==> src/rtl/rapid_scoreboard_unit_if.sv <==
// Signal bundle between the rapid_x decode/execute stages and the scoreboard.
// Latency: none (wires only).
// Backpressure: o_stall holds decode; the pipeline side owns i_advance and i_flush.
// Ports: master = pipeline (drives i_*, reads o_*), slave = scoreboard.
//   i_rs packs port p at [p*RW +: RW]; o_fwd_sel packs port p at [p*SEL_W +: SEL_W].
interface rapid_scoreboard_unit_if #(
  parameter int NUM_REGS     = 32,
  parameter int NUM_STAGES   = 3,
  parameter int NUM_RD_PORTS = 2,
  parameter int SEL_W        = $clog2(NUM_STAGES) + 1,
  parameter int LAT_W        = 5
);
  localparam int RW = $clog2(NUM_REGS);

  logic                          i_advance;
  logic                          i_flush;
  logic                          i_issue_valid;
  logic [NUM_RD_PORTS*RW-1:0]    i_rs;
  logic [NUM_RD_PORTS-1:0]       i_rs_used;
  logic [RW-1:0]                 i_rd;
  logic                          i_rd_we;
  logic [SEL_W-1:0]              i_rdy_at;
  logic                          i_mc_op;
  logic [LAT_W-1:0]              i_mc_lat;
  logic                          o_stall;
  logic [NUM_RD_PORTS*SEL_W-1:0] o_fwd_sel;
  logic                          o_mc_busy;
  logic                          o_mc_done;
  logic [RW-1:0]                 o_mc_rd;

  modport master (
    output i_advance, i_flush, i_issue_valid, i_rs, i_rs_used, i_rd, i_rd_we,
           i_rdy_at, i_mc_op, i_mc_lat,
    input  o_stall, o_fwd_sel, o_mc_busy, o_mc_done, o_mc_rd
  );

  modport slave (
    input  i_advance, i_flush, i_issue_valid, i_rs, i_rs_used, i_rd, i_rd_we,
           i_rdy_at, i_mc_op, i_mc_lat,
    output o_stall, o_fwd_sel, o_mc_busy, o_mc_done, o_mc_rd
  );
endinterface

==> src/rtl/rapid_scoreboard_unit.sv <==
// Scoreboard of in-flight register writes plus one multi-cycle unit; yields stall and forward selects.
// Latency: o_stall combinational from decode inputs; o_fwd_sel/mc state registered on the advance edge.
// Backpressure: o_stall holds decode and bubbles EX; i_advance=0 freezes slots, selects and new mc issue.
// Ports: i_clk, i_reset_n (async active-low) plus the slave side of rapid_scoreboard_unit_if.
module rapid_scoreboard_unit #(
  parameter int XLEN         = 32,
  parameter int NUM_REGS     = 32,
  parameter int NUM_STAGES   = 3,
  parameter int NUM_RD_PORTS = 2,
  parameter int SEL_W        = $clog2(NUM_STAGES) + 1,
  parameter int LAT_W        = 5
) (
  input logic                    i_clk,
  input logic                    i_reset_n,
  rapid_scoreboard_unit_if.slave sb
);
  localparam int RW = $clog2(NUM_REGS);

  // The unit only handles register indices; the datapath width must at least hold one.
  if (XLEN < RW) begin : g_bad_xlen
    $error("rapid_scoreboard_unit: XLEN too small");
  end

  // Slot k holds the write in flight k stages past decode (slot 0 = EX).
  logic [NUM_STAGES-1:0]         slot_vld;
  logic [RW-1:0]                 slot_rd     [NUM_STAGES];
  logic [SEL_W-1:0]              slot_rdy_at [NUM_STAGES];

  logic [NUM_RD_PORTS*SEL_W-1:0] fwd_cand;
  logic [NUM_RD_PORTS*SEL_W-1:0] fwd_sel;
  logic [NUM_RD_PORTS-1:0]       port_haz;
  logic                          mc_haz;
  logic                          stall;
  logic                          issue_ok;
  logic [LAT_W-1:0]              mc_cnt;
  logic [RW-1:0]                 mc_rd;
  logic                          mc_busy;

  // Per read port: youngest matching slot decides between stall and forward.
  always_comb begin
    logic [RW-1:0]    rs;
    logic             hit;
    int               hit_k;
    logic [SEL_W-1:0] hit_rdy;
    rs       = '0;
    hit      = 1'b0;
    hit_k    = 0;
    hit_rdy  = '0;
    port_haz = '0;
    fwd_cand = '0;
    for (int p = 0; p < NUM_RD_PORTS; p++) begin
      rs      = sb.i_rs[p*RW +: RW];
      hit     = 1'b0;
      hit_k   = 0;
      hit_rdy = '0;
      // Scan oldest to youngest so the youngest match overwrites.
      for (int k = NUM_STAGES - 1; k >= 0; k--) begin
        if (slot_vld[k] && slot_rd[k] == rs) begin
          hit     = 1'b1;
          hit_k   = k;
          hit_rdy = slot_rdy_at[k];
        end
      end
      if (sb.i_rs_used[p] && rs != '0 && hit) begin
        // Result not produced before the reader reaches EX: stall.
        if (int'(hit_rdy) > hit_k)
          port_haz[p] = 1'b1;
        // A write about to retire goes through the write-first register file.
        else if (hit_k + 1 < NUM_STAGES)
          fwd_cand[p*SEL_W +: SEL_W] = SEL_W'(hit_k + 1);
      end
    end
  end

  assign mc_busy = (mc_cnt != '0);

  always_comb begin
    mc_haz = 1'b0;
    if (mc_busy) begin
      for (int p = 0; p < NUM_RD_PORTS; p++) begin
        if (sb.i_rs_used[p] && sb.i_rs[p*RW +: RW] == mc_rd)
          mc_haz = 1'b1;
      end
      if (sb.i_rd_we && sb.i_rd == mc_rd)
        mc_haz = 1'b1;
      if (sb.i_mc_op)
        mc_haz = 1'b1;
    end
  end

  assign stall    = sb.i_issue_valid & ~sb.i_flush & ((|port_haz) | mc_haz);
  assign issue_ok = sb.i_issue_valid & ~sb.i_flush & ~stall;

  always_ff @(posedge i_clk or negedge i_reset_n) begin
    if (!i_reset_n) begin
      slot_vld <= '0;
      for (int k = 0; k < NUM_STAGES; k++) begin
        slot_rd[k]     <= '0;
        slot_rdy_at[k] <= '0;
      end
      fwd_sel <= '0;
      mc_cnt  <= '0;
      mc_rd   <= '0;
    end else begin
      // The mc countdown runs independently of pipeline advance.
      if (mc_busy)
        mc_cnt <= mc_cnt - LAT_W'(1);
      if (sb.i_advance) begin
        for (int k = NUM_STAGES - 1; k > 0; k--) begin
          slot_vld[k]    <= slot_vld[k-1];
          slot_rd[k]     <= slot_rd[k-1];
          slot_rdy_at[k] <= slot_rdy_at[k-1];
        end
        // mc results are tracked by mc_rd, not by a pipeline slot.
        slot_vld[0]    <= issue_ok & sb.i_rd_we & (sb.i_rd != '0) & ~sb.i_mc_op;
        slot_rd[0]     <= sb.i_rd;
        slot_rdy_at[0] <= sb.i_rdy_at;
        fwd_sel        <= issue_ok ? fwd_cand : '0;
        // Issue is blocked while busy, so this never collides with the decrement.
        if (issue_ok && sb.i_mc_op) begin
          mc_cnt <= sb.i_mc_lat;
          mc_rd  <= sb.i_rd;
        end
      end
    end
  end

  assign sb.o_stall   = stall;
  assign sb.o_fwd_sel = fwd_sel;
  assign sb.o_mc_busy = mc_busy;
  assign sb.o_mc_done = (mc_cnt == LAT_W'(1));
  assign sb.o_mc_rd   = mc_rd;
endmodule
==> src/flat_wrapper.sv <==
// flat-port wrapper written by rule: the top's interface ports become plain ports
module rapid_scoreboard_unit_flat 
#(
  parameter int XLEN         = 32,
  parameter int NUM_REGS     = 32,
  parameter int NUM_STAGES   = 3,
  parameter int NUM_RD_PORTS = 2,
  parameter int SEL_W        = $clog2(NUM_STAGES) + 1,
  parameter int LAT_W        = 5
)
  (i_clk, i_reset_n, sb_i_advance, sb_i_flush, sb_i_issue_valid, sb_i_rs, sb_i_rs_used, sb_i_rd, sb_i_rd_we, sb_i_rdy_at, sb_i_mc_op, sb_i_mc_lat, sb_o_stall, sb_o_fwd_sel, sb_o_mc_busy, sb_o_mc_done, sb_o_mc_rd);
  rapid_scoreboard_unit_if #(.NUM_REGS(NUM_REGS), .NUM_STAGES(NUM_STAGES), .NUM_RD_PORTS(NUM_RD_PORTS), .SEL_W(SEL_W), .LAT_W(LAT_W)) sb_i ();
  input logic i_clk;
  input logic i_reset_n;
  input wire logic [$bits(sb_i.i_advance)-1:0] sb_i_advance;
  input wire logic [$bits(sb_i.i_flush)-1:0] sb_i_flush;
  input wire logic [$bits(sb_i.i_issue_valid)-1:0] sb_i_issue_valid;
  input wire logic [$bits(sb_i.i_rs)-1:0] sb_i_rs;
  input wire logic [$bits(sb_i.i_rs_used)-1:0] sb_i_rs_used;
  input wire logic [$bits(sb_i.i_rd)-1:0] sb_i_rd;
  input wire logic [$bits(sb_i.i_rd_we)-1:0] sb_i_rd_we;
  input wire logic [$bits(sb_i.i_rdy_at)-1:0] sb_i_rdy_at;
  input wire logic [$bits(sb_i.i_mc_op)-1:0] sb_i_mc_op;
  input wire logic [$bits(sb_i.i_mc_lat)-1:0] sb_i_mc_lat;
  output wire logic [$bits(sb_i.o_stall)-1:0] sb_o_stall;
  output wire logic [$bits(sb_i.o_fwd_sel)-1:0] sb_o_fwd_sel;
  output wire logic [$bits(sb_i.o_mc_busy)-1:0] sb_o_mc_busy;
  output wire logic [$bits(sb_i.o_mc_done)-1:0] sb_o_mc_done;
  output wire logic [$bits(sb_i.o_mc_rd)-1:0] sb_o_mc_rd;
  assign sb_i.i_advance = sb_i_advance;
  assign sb_i.i_flush = sb_i_flush;
  assign sb_i.i_issue_valid = sb_i_issue_valid;
  assign sb_i.i_rs = sb_i_rs;
  assign sb_i.i_rs_used = sb_i_rs_used;
  assign sb_i.i_rd = sb_i_rd;
  assign sb_i.i_rd_we = sb_i_rd_we;
  assign sb_i.i_rdy_at = sb_i_rdy_at;
  assign sb_i.i_mc_op = sb_i_mc_op;
  assign sb_i.i_mc_lat = sb_i_mc_lat;
  assign sb_o_stall = sb_i.o_stall;
  assign sb_o_fwd_sel = sb_i.o_fwd_sel;
  assign sb_o_mc_busy = sb_i.o_mc_busy;
  assign sb_o_mc_done = sb_i.o_mc_done;
  assign sb_o_mc_rd = sb_i.o_mc_rd;
  rapid_scoreboard_unit #(.XLEN(XLEN), .NUM_REGS(NUM_REGS), .NUM_STAGES(NUM_STAGES), .NUM_RD_PORTS(NUM_RD_PORTS), .SEL_W(SEL_W), .LAT_W(LAT_W)) u_core (.i_clk(i_clk), .i_reset_n(i_reset_n), .sb(sb_i));
endmodule
==> config.mk <==
export PLATFORM = sky130hd
export DESIGN_NAME = rapid_scoreboard_unit_flat
export DESIGN_NICKNAME = d
export VERILOG_FILES = /design/src/rtl/rapid_scoreboard_unit_if.sv /design/src/rtl/rapid_scoreboard_unit.sv /design/src/flat_wrapper.sv
export SDC_FILE = /design/constraint.sdc
export NUM_CORES = 1
export LEC_CHECK = 0
export ABC_CLOCK_PERIOD_IN_PS = 11200
export CORE_ASPECT_RATIO = 1.5
export CORE_MARGIN = 5
export CORE_UTILIZATION = 30
export DETAILED_ROUTE_END_ITERATION = 16
export RECOVER_POWER = 25
export SLEW_MARGIN = 20
export SYNTH_ARGS = -nofsm -noshare
export SYNTH_HDL_FRONTEND = slang
export SYNTH_SLANG_ARGS = --single-unit
==> constraint.sdc <==
create_clock -name i_clk -period 11.2 [get_ports i_clk]
set_input_delay 1.68 -clock i_clk [delete_from_list [all_inputs] [get_ports i_clk]]
set_output_delay 1.68 -clock i_clk [all_outputs]
set_load 0.03 [all_outputs]
==> metrics.cfg <==
[run_status]
status=complete, but fails checks
violations=capacitance limit, slew limit

[pwr]
power_density_mw_per_mm2=169
p_switching_mw=0.178
ir_drop_uv=96.0
sw_frac_of_total=0.313
power_frac_clock=0.296
total_leakage_power_nw=1.42
p_int_mw=0.391
combPwrFrac=0.301
power_frac_seq=0.403

[routing]
vias_per_cell=4.93
drt_pass1_iterations=4
drcViolationCount=0
drt_iter0_drc=95
drt_wl_total_mm=6.66
vias=1969
drtAntennaViolNets=0
wl_per_cell_um=16.7

[grt]
grt_pass1_vias=2135
grt_pass1_wl_mm=11.0
gr-total-overflow=0
antenna_found_initial=0
grt_max_degree=44
grtUsageTotal=0.127

[clock_network]
postCtsHoldBufs=0
clock_sinks=43
path_clk_slew_ps=60
clk_latency_ps=280
cts-resized-gates=0
h-tree-depth=2
cts_root_buf=clkbuf_16
cts-buffers-inserted=5
clock_path_buffers=2
cts_tree=built
cts_setup_buffers=0

[finish]
syn_to_final_growth_pct=24.7
multi_input_area_mm2=0.00148
fillers=904
n_antenna_cell=0
layout-drive-gt1-share=0.156
regArea_mm2=0.00108
nNetsFinal=326

[critical_path]
critPathArrivalTime_ps=6160
crit_start=sb_i_rs[3]
crit_path_end_kind=primary output
crit_fanout=7
r2r-end=u_core.mc_cnt[0]
endpoint=sb_o_stall
start_kind=primary input
cp.required_ps=9520
timing.rr.start=u_core.slot_rd[8]
ff2ff_path_depth=14
slowest_stage=clkdlybuf4s50_1
cpPeakStageDelay_ps=630
crit_chain=clkdlybuf4s50_1 > xor2_1 > nor4_1 > and3_1 > and2b_1 > a22oi_1 > o21ai_0 > ha_1 > nor2b_1 > o21ai_0 > inv_1 > a211o_1 > o2111a_1 > nor3_1 > nor3b_1 > clkdlybuf4s50_1
crit_type=primary input to primary output
regToRegSetupSlack_ps=7010

[timing]
max_freq_mhz=128
setup_viol=0
worst_slack_ps=3360
fin_setup_tns_ps=0
worstMarginPinSlew_ps=2330
skew_ps=2.51
maxSlewHeadroom=-0.555
fin_crit_sh=0.700
final_max_slew_viol_count=44
rsz0062_at_grt=false
fin_crit_ps=7840
final-hold-violation-count=0

[yosys]
synthTopCellsByArea=dfrtp_1 (40%), mux2_2 (11%), xor2_1 (9.7%), xnor2_1 (5.5%), mux2_4 (3.9%)
postSynthCellCount=251
synth_edf_count=0
yosysWarnings=0
yosys.cell_count.top_type=dfrtp_1
synth_seq_area_share=0.399
synth_nets=289
synthArstFlopShare=1.00
ys_ff_latch=43
synth_top_area_frac=0.399
syn_avg_cell_area_um2=10.7
synthesis.area_mm2=0.00270
ys.flop_type=dfrtp_1
yosysTopAreaCell=dfrtp_1
synth_commonest_cells=dfrtp_1 (43), xor2_1 (30), mux2_2 (26)
ys_types=47

[placement]
dp_hpwl_mm=5.13
gp_congestion=0.824
port_buffers=45
dp_slack_ps=3370

[floorplanning]
dieArea_mm2=0.0110
die_h_um=126
die_w_um=87.4
io-pin-count=46
num_rows=42
start_util=0.305
core_area_mm2=0.00883

[job]
drv_cap=1

[worst_hold_path]
hold_path.class=register to register

## cells in the final DEF (no fill, tap or decap), types with 2 or more instances in the layout
cell and count:
nor2_1 8, ha_1 6, dfrtp_1 43, a22o_1 3, nor4_1 8, xnor2_1 17, a211oi_1 2, or4_1 3
a32o_1 2, a31oi_1 2, nand2b_1 3, nor4b_1 2, inv_1 11, nand2_1 11, clkdlybuf4s50_1 44, mux2_4 7
mux2_2 26, a22oi_1 3, xor2_1 30, nor2b_1 5, nand4_1 2, o21a_1 2, or3_1 2, and2_1 3
and3_1 3, nor3_1 6, o21ai_0 8, nand3b_1 2, nand3_1 2, clkbuf_16 5
## metrics by stage
step / hold WS [ps] / area, um2 / power [mW] / cells / utilization
5_1_grt: 543 / 3360 / 0.600 / 399 / 0.381
3_5_place_dp: 504 / 3190 / 0.404 / 391 / 0.361
3_3_place_gp: 486 / 3190 / 0.400 / 391 / 0.361
4_1_cts: 518 / 3360 / 0.577 / 399 / 0.381
2_1_floorplan: 490 / 2700 / 0.342 / 251 / -
6_report: 510 / 3360 / 0.569 / 399 / 0.381
## layout make-up
type / instances / area share
inverters: 11 / 0.0123
flip-flops and latches: 43 / 0.320
clock buffers: 6 / 0.0413
well taps: 110 / 0.0409
clock inverters: 2 / 0.0104
multi-input cells: 181 / 0.441
repair buffers: 46 / 0.134
## critical path, delay by kind of cell
kind	cells	cell delay, ps
adders and majority gates	1	320
buffers and inverters	3	1240
and+or+nand+nor	6	1660
xor gates and xnor gates	1	190
AOI/OAI and AO/OA	5	1070
## logic make-up (layout without fill, tap and decap cells)
family / Yosys count / in the layout / share of synthesized area
compound gates: 29 / 29 / 0.0803
xor+xnor: 47 / 47 / 0.153
fa+ha+maj: 6 / 6 / 0.0278
buf+inv: 27 / 65 / 0.0515
flops: 43 / 43 / 0.399
mux: 33 / 33 / 0.148
simple gates: 66 / 66 / 0.141
## state kept, by name (all words and copies together), names as in the netlist
| register | count |
|---|---|
| u_core.slot_rd | 15 |
| u_core.slot_rdy_at | 9 |
| u_core.sb.o_fwd_sel | 6 |
| u_core.mc_cnt | 5 |
| u_core.sb.o_mc_rd | 5 |
| u_core.slot_vld | 3 |
## per-layer routing
metal / wire length, um / track usage / up-vias
met5: 0 / 0 / -
met4: 124 / 0.0416 / 0
met3: 154 / 0.0163 / 10
met2: 3690 / 0.235 / 35
met1: 2690 / 0.145 / 973
li1: - / - / 951
## power groups by stage
stage	Combinational, mW	Sequential [mW]	Clock [mW]
after CTS	0.173	0.230	0.174
after detailed placement	0.172	0.232	0
after global placement	0.169	0.231	0
after floorplan	0.110	0.232	0
after global routing	0.187	0.234	0.179
final	0.171	0.229	0.168
## worst min path at each step
stage	start	to	cells after the start
3_3_place_gp	u_core.sb.o_fwd_sel[5]	u_core.sb.o_fwd_sel[5]	1
3_5_place_dp	u_core.sb.o_fwd_sel[3]	u_core.sb.o_fwd_sel[3]	1
4_1_cts	u_core.sb.o_fwd_sel[3]	u_core.sb.o_fwd_sel[3]	1
2_1_floorplan	u_core.slot_vld[0]	u_core.slot_vld[0]	1
5_1_grt	u_core.sb.o_fwd_sel[3]	u_core.sb.o_fwd_sel[3]	1
6_report	u_core.sb.o_fwd_sel[3]	u_core.sb.o_fwd_sel[3]	1
(Power assumes the default switching activity.)
